`config.mk`:
```
export PLATFORM = sky130hd
export DESIGN_NAME = instr_encoder_flat
export DESIGN_NICKNAME = d
export VERILOG_FILES = /design/src/rtl/mpu341_isa_pkg.sv /design/src/rtl/instr_encoder_if.sv /design/src/rtl/instr_pack.sv /design/src/rtl/instr_encoder.sv /design/src/flat_wrapper.sv
export SDC_FILE = /design/constraint.sdc
export NUM_CORES = 1
export LEC_CHECK = 0
export CAP_MARGIN = 20
export CELL_PAD_IN_SITES_DETAIL_PLACEMENT = 2
export CELL_PAD_IN_SITES_GLOBAL_PLACEMENT = 2
export CORE_MARGIN = 2
export CORE_UTILIZATION = 29
export CTS_CLUSTER_DIAMETER = 80
export DETAILED_ROUTE_END_ITERATION = 8
export PLACE_DENSITY = 0.89
export SYNTH_ARGS = -nofsm -noshare
export SYNTH_HDL_FRONTEND = slang
export SYNTH_HIERARCHICAL = 1
export SYNTH_SLANG_ARGS = --single-unit
```
`constraint.sdc`:
```
create_clock -name clk -period 2.05 [get_ports clk]
set_clock_uncertainty 0.2 [all_clocks]
set_input_delay 0.41 -clock clk [delete_from_list [all_inputs] [get_ports clk]]
set_output_delay 0.41 -clock clk [all_outputs]
set_load 0.01 [all_outputs]
```
`src/rtl/mpu341_isa_pkg.sv`:
```
// rtl/mpu341_isa_pkg.sv - MPU341 ISA codes: op types, register codes, opcode prefixes
package mpu341_isa_pkg;

    localparam logic [2:0] OP_LOAD = 3'd0;
    localparam logic [2:0] OP_MOV  = 3'd1;
    localparam logic [2:0] OP_ALU  = 3'd2;
    localparam logic [2:0] OP_JMP  = 3'd3;
    localparam logic [2:0] OP_JNZ  = 3'd4;
    localparam logic [2:0] OP_IN   = 3'd5;

    localparam logic [2:0] REG_X0   = 3'd0;
    localparam logic [2:0] REG_X1   = 3'd1;
    localparam logic [2:0] REG_Y0   = 3'd2;
    localparam logic [2:0] REG_Y1   = 3'd3;
    localparam logic [2:0] REG_OREG = 3'd4;
    localparam logic [2:0] REG_M    = 3'd5;
    localparam logic [2:0] REG_I    = 3'd6;
    localparam logic [2:0] REG_DM   = 3'd7;
    // In the source field code 4 names r, not o_reg.
    localparam logic [2:0] SRC_R    = 3'd4;

    localparam logic       PFX_LOAD = 1'b0;
    localparam logic [1:0] PFX_MOV  = 2'b10;
    localparam logic [2:0] PFX_ALU  = 3'b110;
    localparam logic [3:0] PFX_JMP  = 4'b1110;
    localparam logic [3:0] PFX_JNZ  = 4'b1111;

    // src==dst would collide with the IN encoding, except for code 4 where
    // source r and destination o_reg are different registers.
    function automatic logic mov_is_self(input logic [2:0] dst, input logic [2:0] src);
        return (src == dst) && (src != SRC_R);
    endfunction

endpackage

```
`src/rtl/instr_encoder_if.sv`:
```
// rtl/instr_encoder_if.sv - op handshake and program-memory write bus of instr_encoder
interface instr_encoder_if;
    logic       op_valid;
    logic       op_ready;
    logic [2:0] op_type;
    logic [2:0] op_dst;
    logic [2:0] op_src;
    logic [3:0] op_imm;
    logic [2:0] op_func;
    logic       pm_we;
    logic [7:0] pm_addr;
    logic [7:0] pm_wdata;

    modport master (
        output op_valid, op_type, op_dst, op_src, op_imm, op_func,
        input  op_ready, pm_we, pm_addr, pm_wdata
    );

    modport slave (
        input  op_valid, op_type, op_dst, op_src, op_imm, op_func,
        output op_ready, pm_we, pm_addr, pm_wdata
    );
endinterface

```
`src/rtl/instr_pack.sv`:
```
// rtl/instr_pack.sv - combinational op-to-instruction-word packer with legality check
module instr_pack
    import mpu341_isa_pkg::*;
(
    input  logic [2:0] op_type,
    input  logic [2:0] op_dst,
    input  logic [2:0] op_src,
    input  logic [3:0] op_imm,
    input  logic [2:0] op_func,
    output logic [7:0] word,
    output logic       legal
);

    always_comb begin
        word  = 8'h00;
        legal = 1'b1;
        case (op_type)
            OP_LOAD: word = {PFX_LOAD, op_dst, op_imm};
            OP_MOV: begin
                word  = {PFX_MOV, op_dst, op_src};
                legal = !mov_is_self(op_dst, op_src);
            end
            OP_IN:   word = {PFX_MOV, op_dst, op_dst};
            OP_ALU:  word = {PFX_ALU, op_imm[1:0], op_func};
            OP_JMP:  word = {PFX_JMP, op_imm};
            OP_JNZ:  word = {PFX_JNZ, op_imm};
            default: legal = 1'b0;
        endcase
    end

endmodule

```
`src/rtl/instr_encoder.sv`:
```
// rtl/instr_encoder.sv - load-session FSM writing encoded ops to program memory
module instr_encoder
    import mpu341_isa_pkg::*;
(
    input  logic                  clk,
    input  logic                  reset_n,
    input  logic                  start,
    input  logic [7:0]            base_addr,
    instr_encoder_if.slave        bus,
    output logic                  busy,
    output logic                  full,
    output logic                  err,
    output logic [8:0]            word_count
);

    localparam logic [1:0] S_IDLE   = 2'd0;
    localparam logic [1:0] S_ACTIVE = 2'd1;
    localparam logic [1:0] S_FULL   = 2'd2;

    logic [1:0] state_q, state_d;
    logic [7:0] addr_q, addr_d;
    logic [8:0] cnt_q, cnt_d;
    logic       err_q, err_d;
    logic       we_q, we_d;
    logic [7:0] paddr_q, paddr_d;
    logic [7:0] pdata_q, pdata_d;

    logic [7:0] word;
    logic       legal;
    logic       ready;
    logic       accept;

    instr_pack u_pack (
        .op_type (bus.op_type),
        .op_dst  (bus.op_dst),
        .op_src  (bus.op_src),
        .op_imm  (bus.op_imm),
        .op_func (bus.op_func),
        .word    (word),
        .legal   (legal)
    );

    // A start cycle never accepts, so restart and accept are mutually exclusive.
    assign ready  = (state_q == S_ACTIVE) && !start;
    assign accept = bus.op_valid && ready;

    always_comb begin
        state_d = state_q;
        addr_d  = addr_q;
        cnt_d   = cnt_q;
        err_d   = err_q;
        we_d    = 1'b0;
        paddr_d = paddr_q;
        pdata_d = pdata_q;
        if (start) begin
            state_d = S_ACTIVE;
            addr_d  = base_addr;
            cnt_d   = 9'd0;
            err_d   = 1'b0;
        end else if (accept) begin
            if (legal) begin
                we_d    = 1'b1;
                paddr_d = addr_q;
                pdata_d = word;
                cnt_d   = cnt_q + 9'd1;
                if (addr_q == 8'hFF) begin
                    state_d = S_FULL;
                end else begin
                    addr_d = addr_q + 8'd1;
                end
            end else begin
                err_d = 1'b1;
            end
        end
    end

    always_ff @(posedge clk or negedge reset_n) begin
        if (!reset_n) begin
            state_q <= S_IDLE;
            addr_q  <= 8'h00;
            cnt_q   <= 9'd0;
            err_q   <= 1'b0;
            we_q    <= 1'b0;
            paddr_q <= 8'h00;
            pdata_q <= 8'h00;
        end else begin
            state_q <= state_d;
            addr_q  <= addr_d;
            cnt_q   <= cnt_d;
            err_q   <= err_d;
            we_q    <= we_d;
            paddr_q <= paddr_d;
            pdata_q <= pdata_d;
        end
    end

    assign bus.op_ready = ready;
    assign bus.pm_we    = we_q;
    assign bus.pm_addr  = paddr_q;
    assign bus.pm_wdata = pdata_q;
    assign busy         = (state_q != S_IDLE);
    assign full         = (state_q == S_FULL);
    assign err          = err_q;
    assign word_count   = cnt_q;

endmodule

```
`src/flat_wrapper.sv`:
```
// flat-port wrapper written by rule: the top's interface ports become plain ports
module instr_encoder_flat import mpu341_isa_pkg::*;
  (clk, reset_n, start, base_addr, busy, full, err, word_count, bus_op_valid, bus_op_type, bus_op_dst, bus_op_src, bus_op_imm, bus_op_func, bus_op_ready, bus_pm_we, bus_pm_addr, bus_pm_wdata);
  instr_encoder_if bus_i ();
  input  logic clk;
  input  logic reset_n;
  input  logic start;
  input  logic [7:0] base_addr;
  output logic busy;
  output logic full;
  output logic err;
  output logic [8:0] word_count;
  input wire logic [$bits(bus_i.op_valid)-1:0] bus_op_valid;
  input wire logic [$bits(bus_i.op_type)-1:0] bus_op_type;
  input wire logic [$bits(bus_i.op_dst)-1:0] bus_op_dst;
  input wire logic [$bits(bus_i.op_src)-1:0] bus_op_src;
  input wire logic [$bits(bus_i.op_imm)-1:0] bus_op_imm;
  input wire logic [$bits(bus_i.op_func)-1:0] bus_op_func;
  output wire logic [$bits(bus_i.op_ready)-1:0] bus_op_ready;
  output wire logic [$bits(bus_i.pm_we)-1:0] bus_pm_we;
  output wire logic [$bits(bus_i.pm_addr)-1:0] bus_pm_addr;
  output wire logic [$bits(bus_i.pm_wdata)-1:0] bus_pm_wdata;
  assign bus_i.op_valid = bus_op_valid;
  assign bus_i.op_type = bus_op_type;
  assign bus_i.op_dst = bus_op_dst;
  assign bus_i.op_src = bus_op_src;
  assign bus_i.op_imm = bus_op_imm;
  assign bus_i.op_func = bus_op_func;
  assign bus_op_ready = bus_i.op_ready;
  assign bus_pm_we = bus_i.pm_we;
  assign bus_pm_addr = bus_i.pm_addr;
  assign bus_pm_wdata = bus_i.pm_wdata;
  instr_encoder u_core (.clk(clk), .reset_n(reset_n), .start(start), .base_addr(base_addr), .bus(bus_i), .busy(busy), .full(full), .err(err), .word_count(word_count));
endmodule
```
==> reports/results.ini <==
[status]
outcome = finished, violations left
violations = setup timing

[sta]
tightest_slew_ps = 515
report.final.slew_viol_count = 0
finalSetupViolCount = 2
post-route-min-period_ps = 2090
hold_violations = 0
setup_ws_ps = -42.6
rsz0062_at_grt = yes
maxSlewHeadroom_pct = 65.7
fmax_ghz = 0.478
fin_crit_sh_pct = 102

[critical_path]
cp.required_ps = 2040
path_max_fanout = 7
rr_startpoint = u_core/addr_q[0]$_DFFE_PN0P_
setup.worst_path.class = input pin to register
cp-start-kind = input pin
crit_start = bus_op_dst[2]
cp.arrival_ps = 2090
cp-end-kind = register

[final_layout]
final_cells = 366
area_delta_synth_final_pct = 52.9
num_antenna_cells = 0
drive_gt1_share_pct = 30.0
final_nets = 299
finish.utilization_pct = 45.9

[yosys]
yosysMostFrequentCell = dfrtp_1
synthFlopType = dfrtp_1
ys_seq_elements = 37
ys_types = 55
syn_area_per_cell_um2 = 10.7
synth_fp_nets = 221
synth-edff-count = 0
ys.warnings.count = 6
netlist_area_um2 = 2050
yosysTopAreaCellShare_pct = 45.1
synth_top_area_cell = dfrtp_1
synth-seq-area-share_pct = 45.1
syn_inst = 191
synth_area_leaders = dfrtp_1, mux2_2, xor2_1, nor2_1, a21oi_1
synth_commonest_cells = dfrtp_1, mux2_2, nor2_1, a21oi_1, nand2_1
async_flop_share_pct = 100

[place]
portBuffers = 57
dp_cells = 354
gp_congestion = 0.811
hpwl_um = 4960

[clock_network]
cts_tree = built
cts.sinks = 37
cts-root-buf = clkbuf_8
clkLatencyLatePin_ps = 290
cts-buffers-inserted = 5
clk_pin_slew_ps = 80
cts_htree_levels = 2
cts_buffer_depth = 2

[pwr]
p_leak_uw = 0.00133
p_total_uw = 2120
p_per_area_nw_per_um2 = 675
irDropWorstVdd_mv = 0.282

[die]
coreArea_um2 = 6830
row_count = 30
ios = 58
die_w_um = 88.1
initial_core_util_pct = 30.0
fp.dieArea_um2 = 7760
die_y_um = 88.1

[route]
ant_nets = 0
vias = 1874
routedWlPerCell_um = 19.7
viasPerCell = 5.12
wl_um = 7200
drc = 0
drt_first_pass_iters = 4
drt_iter0_drc = 98

[min_path]
hp-class = register to register
hp-start = u_core/bus.pm_addr[6]$_DFFE_PN0P_

[global_routing]
grt_max_degree = 38
gr-total-overflow = 0
grt_usage_pct = 18.8
grt_pass1_vias = 2075
antenna_found_initial = 0
grt_first_pass_wirelength_um = 11100

[job]
cap_viol_max_count = 0

==> what timing repair did <==
action,CTS,global route
hold buffers,1,0
cloned,0,1
endpoints found under the hold margin,37,0
buffers inserted,1,1
pin swaps,9,9
gates resized for setup,49,11
setup endpoints to repair,39,27
==> layout make-up <==
class / instances / area [um^2]
Clock buffer: 7 / 96.3
Clock inverter: 1 / 5.00
Fill cell: 723 / 3690
Inverter: 4 / 15.0
Multi-Input combinational cell: 139 / 1190
Sequential cell: 37 / 927
Tap cell: 96 / 120
Timing Repair Buffer: 82 / 786
==> report_power, final <==
part | total [uW] | internal, uW | switching, uW
registers | 904 | 824 | 80.3
logic | 640 | 385 | 255
clock network | 574 | 304 | 270
total | 2120 | 1510 | 605
==> routing by layer <==
layer / vias to the layer above / wire length (um) / track usage [%]
li1: 852 / - / -
met1: 973 / 3220 / 23.7
met2: 45 / 3690 / 33.1
met3: 4 / 233 / 3.58
met4: 0 / 52 / 4.41
met5: - / 0 / 0
==> metrics by stage <==
stage               cell area (um^2)  hold WS, ps  TNS (ps)  setup WS, ps
CTS                             3070          317     -38.7         -27.1
detailed placement              2910          296    -28010          -888
global route                    3140          324      -995          -103
global placement                2910          292    -22700          -712
floorplan                       2160        -85.6      -654          -104
finish                          3140          319     -66.5         -42.6
==> registers in the layout, indices dropped and copies added (netlist names) <==
register and cells:
u_core/addr_q 8, u_core/err 1, u_core/word_count 9, u_core/bus.pm_addr 8, u_core/bus.pm_we 1, u_core/bus.pm_wdata 8
u_core/state_q 2
==> worst paths after layout <==
path                                                      to  slack, ps  cells after the start
min in group asynchronous  u_core/bus.pm_addr[1]$_DFFE_PN0P_        500                      3
max in group asynchronous      u_core/state_q[0]$_DFFE_PN0P_        750                      3
setup reg to reg                u_core/addr_q[3]$_DFFE_PN0P_        190                      4
hold / removal             u_core/bus.pm_addr[6]$_DFFE_PN0P_        320                      1
hold reg to reg            u_core/bus.pm_addr[6]$_DFFE_PN0P_        320                      1
setup / recovery                u_core/addr_q[3]$_DFFE_PN0P_        -40                      8
==> placed cells by master, fill, tap and decap left out, types with 3 or more instances in the layout <==
master            n
o22ai_1           3
nor2b_1           5
buf_2             4
nand2_1           8
buf_4            20
dfrtp_1          36
clkdlybuf4s50_1  44
a31oi_1           4
buf_6             4
a21oi_1           9
nor2_1           14
inv_1             4
xor2_1            7
mux2_4           17
o21ai_0           7
clkbuf_8          7
nand3_1           7
or3_1             3
==> logic make-up (layout without fill, tap and decap cells) <==
logic type	after synthesis	count (layout)	share of synthesized area (%)
adder cells (fa/ha/maj)	2	2	1.22
multiplexers	21	21	11.6
buffers and inverters	15	94	4.63
flip-flops	37	37	45.1
XOR/XNOR	10	10	4.27
AO/OA/AOI/OAI	42	42	14.2
AND/OR/NAND/NOR	64	64	19.0
==> critical path, stage by stage <==
cell and delay, ps:
buf_6 100, buf_6 120, xnor2_4 120, a32oi_4 280, and4b_4 360, nand4_4 130
or3_1 350, a31oi_1 220
No activity file was read; power rests on OpenSTA's default activity.
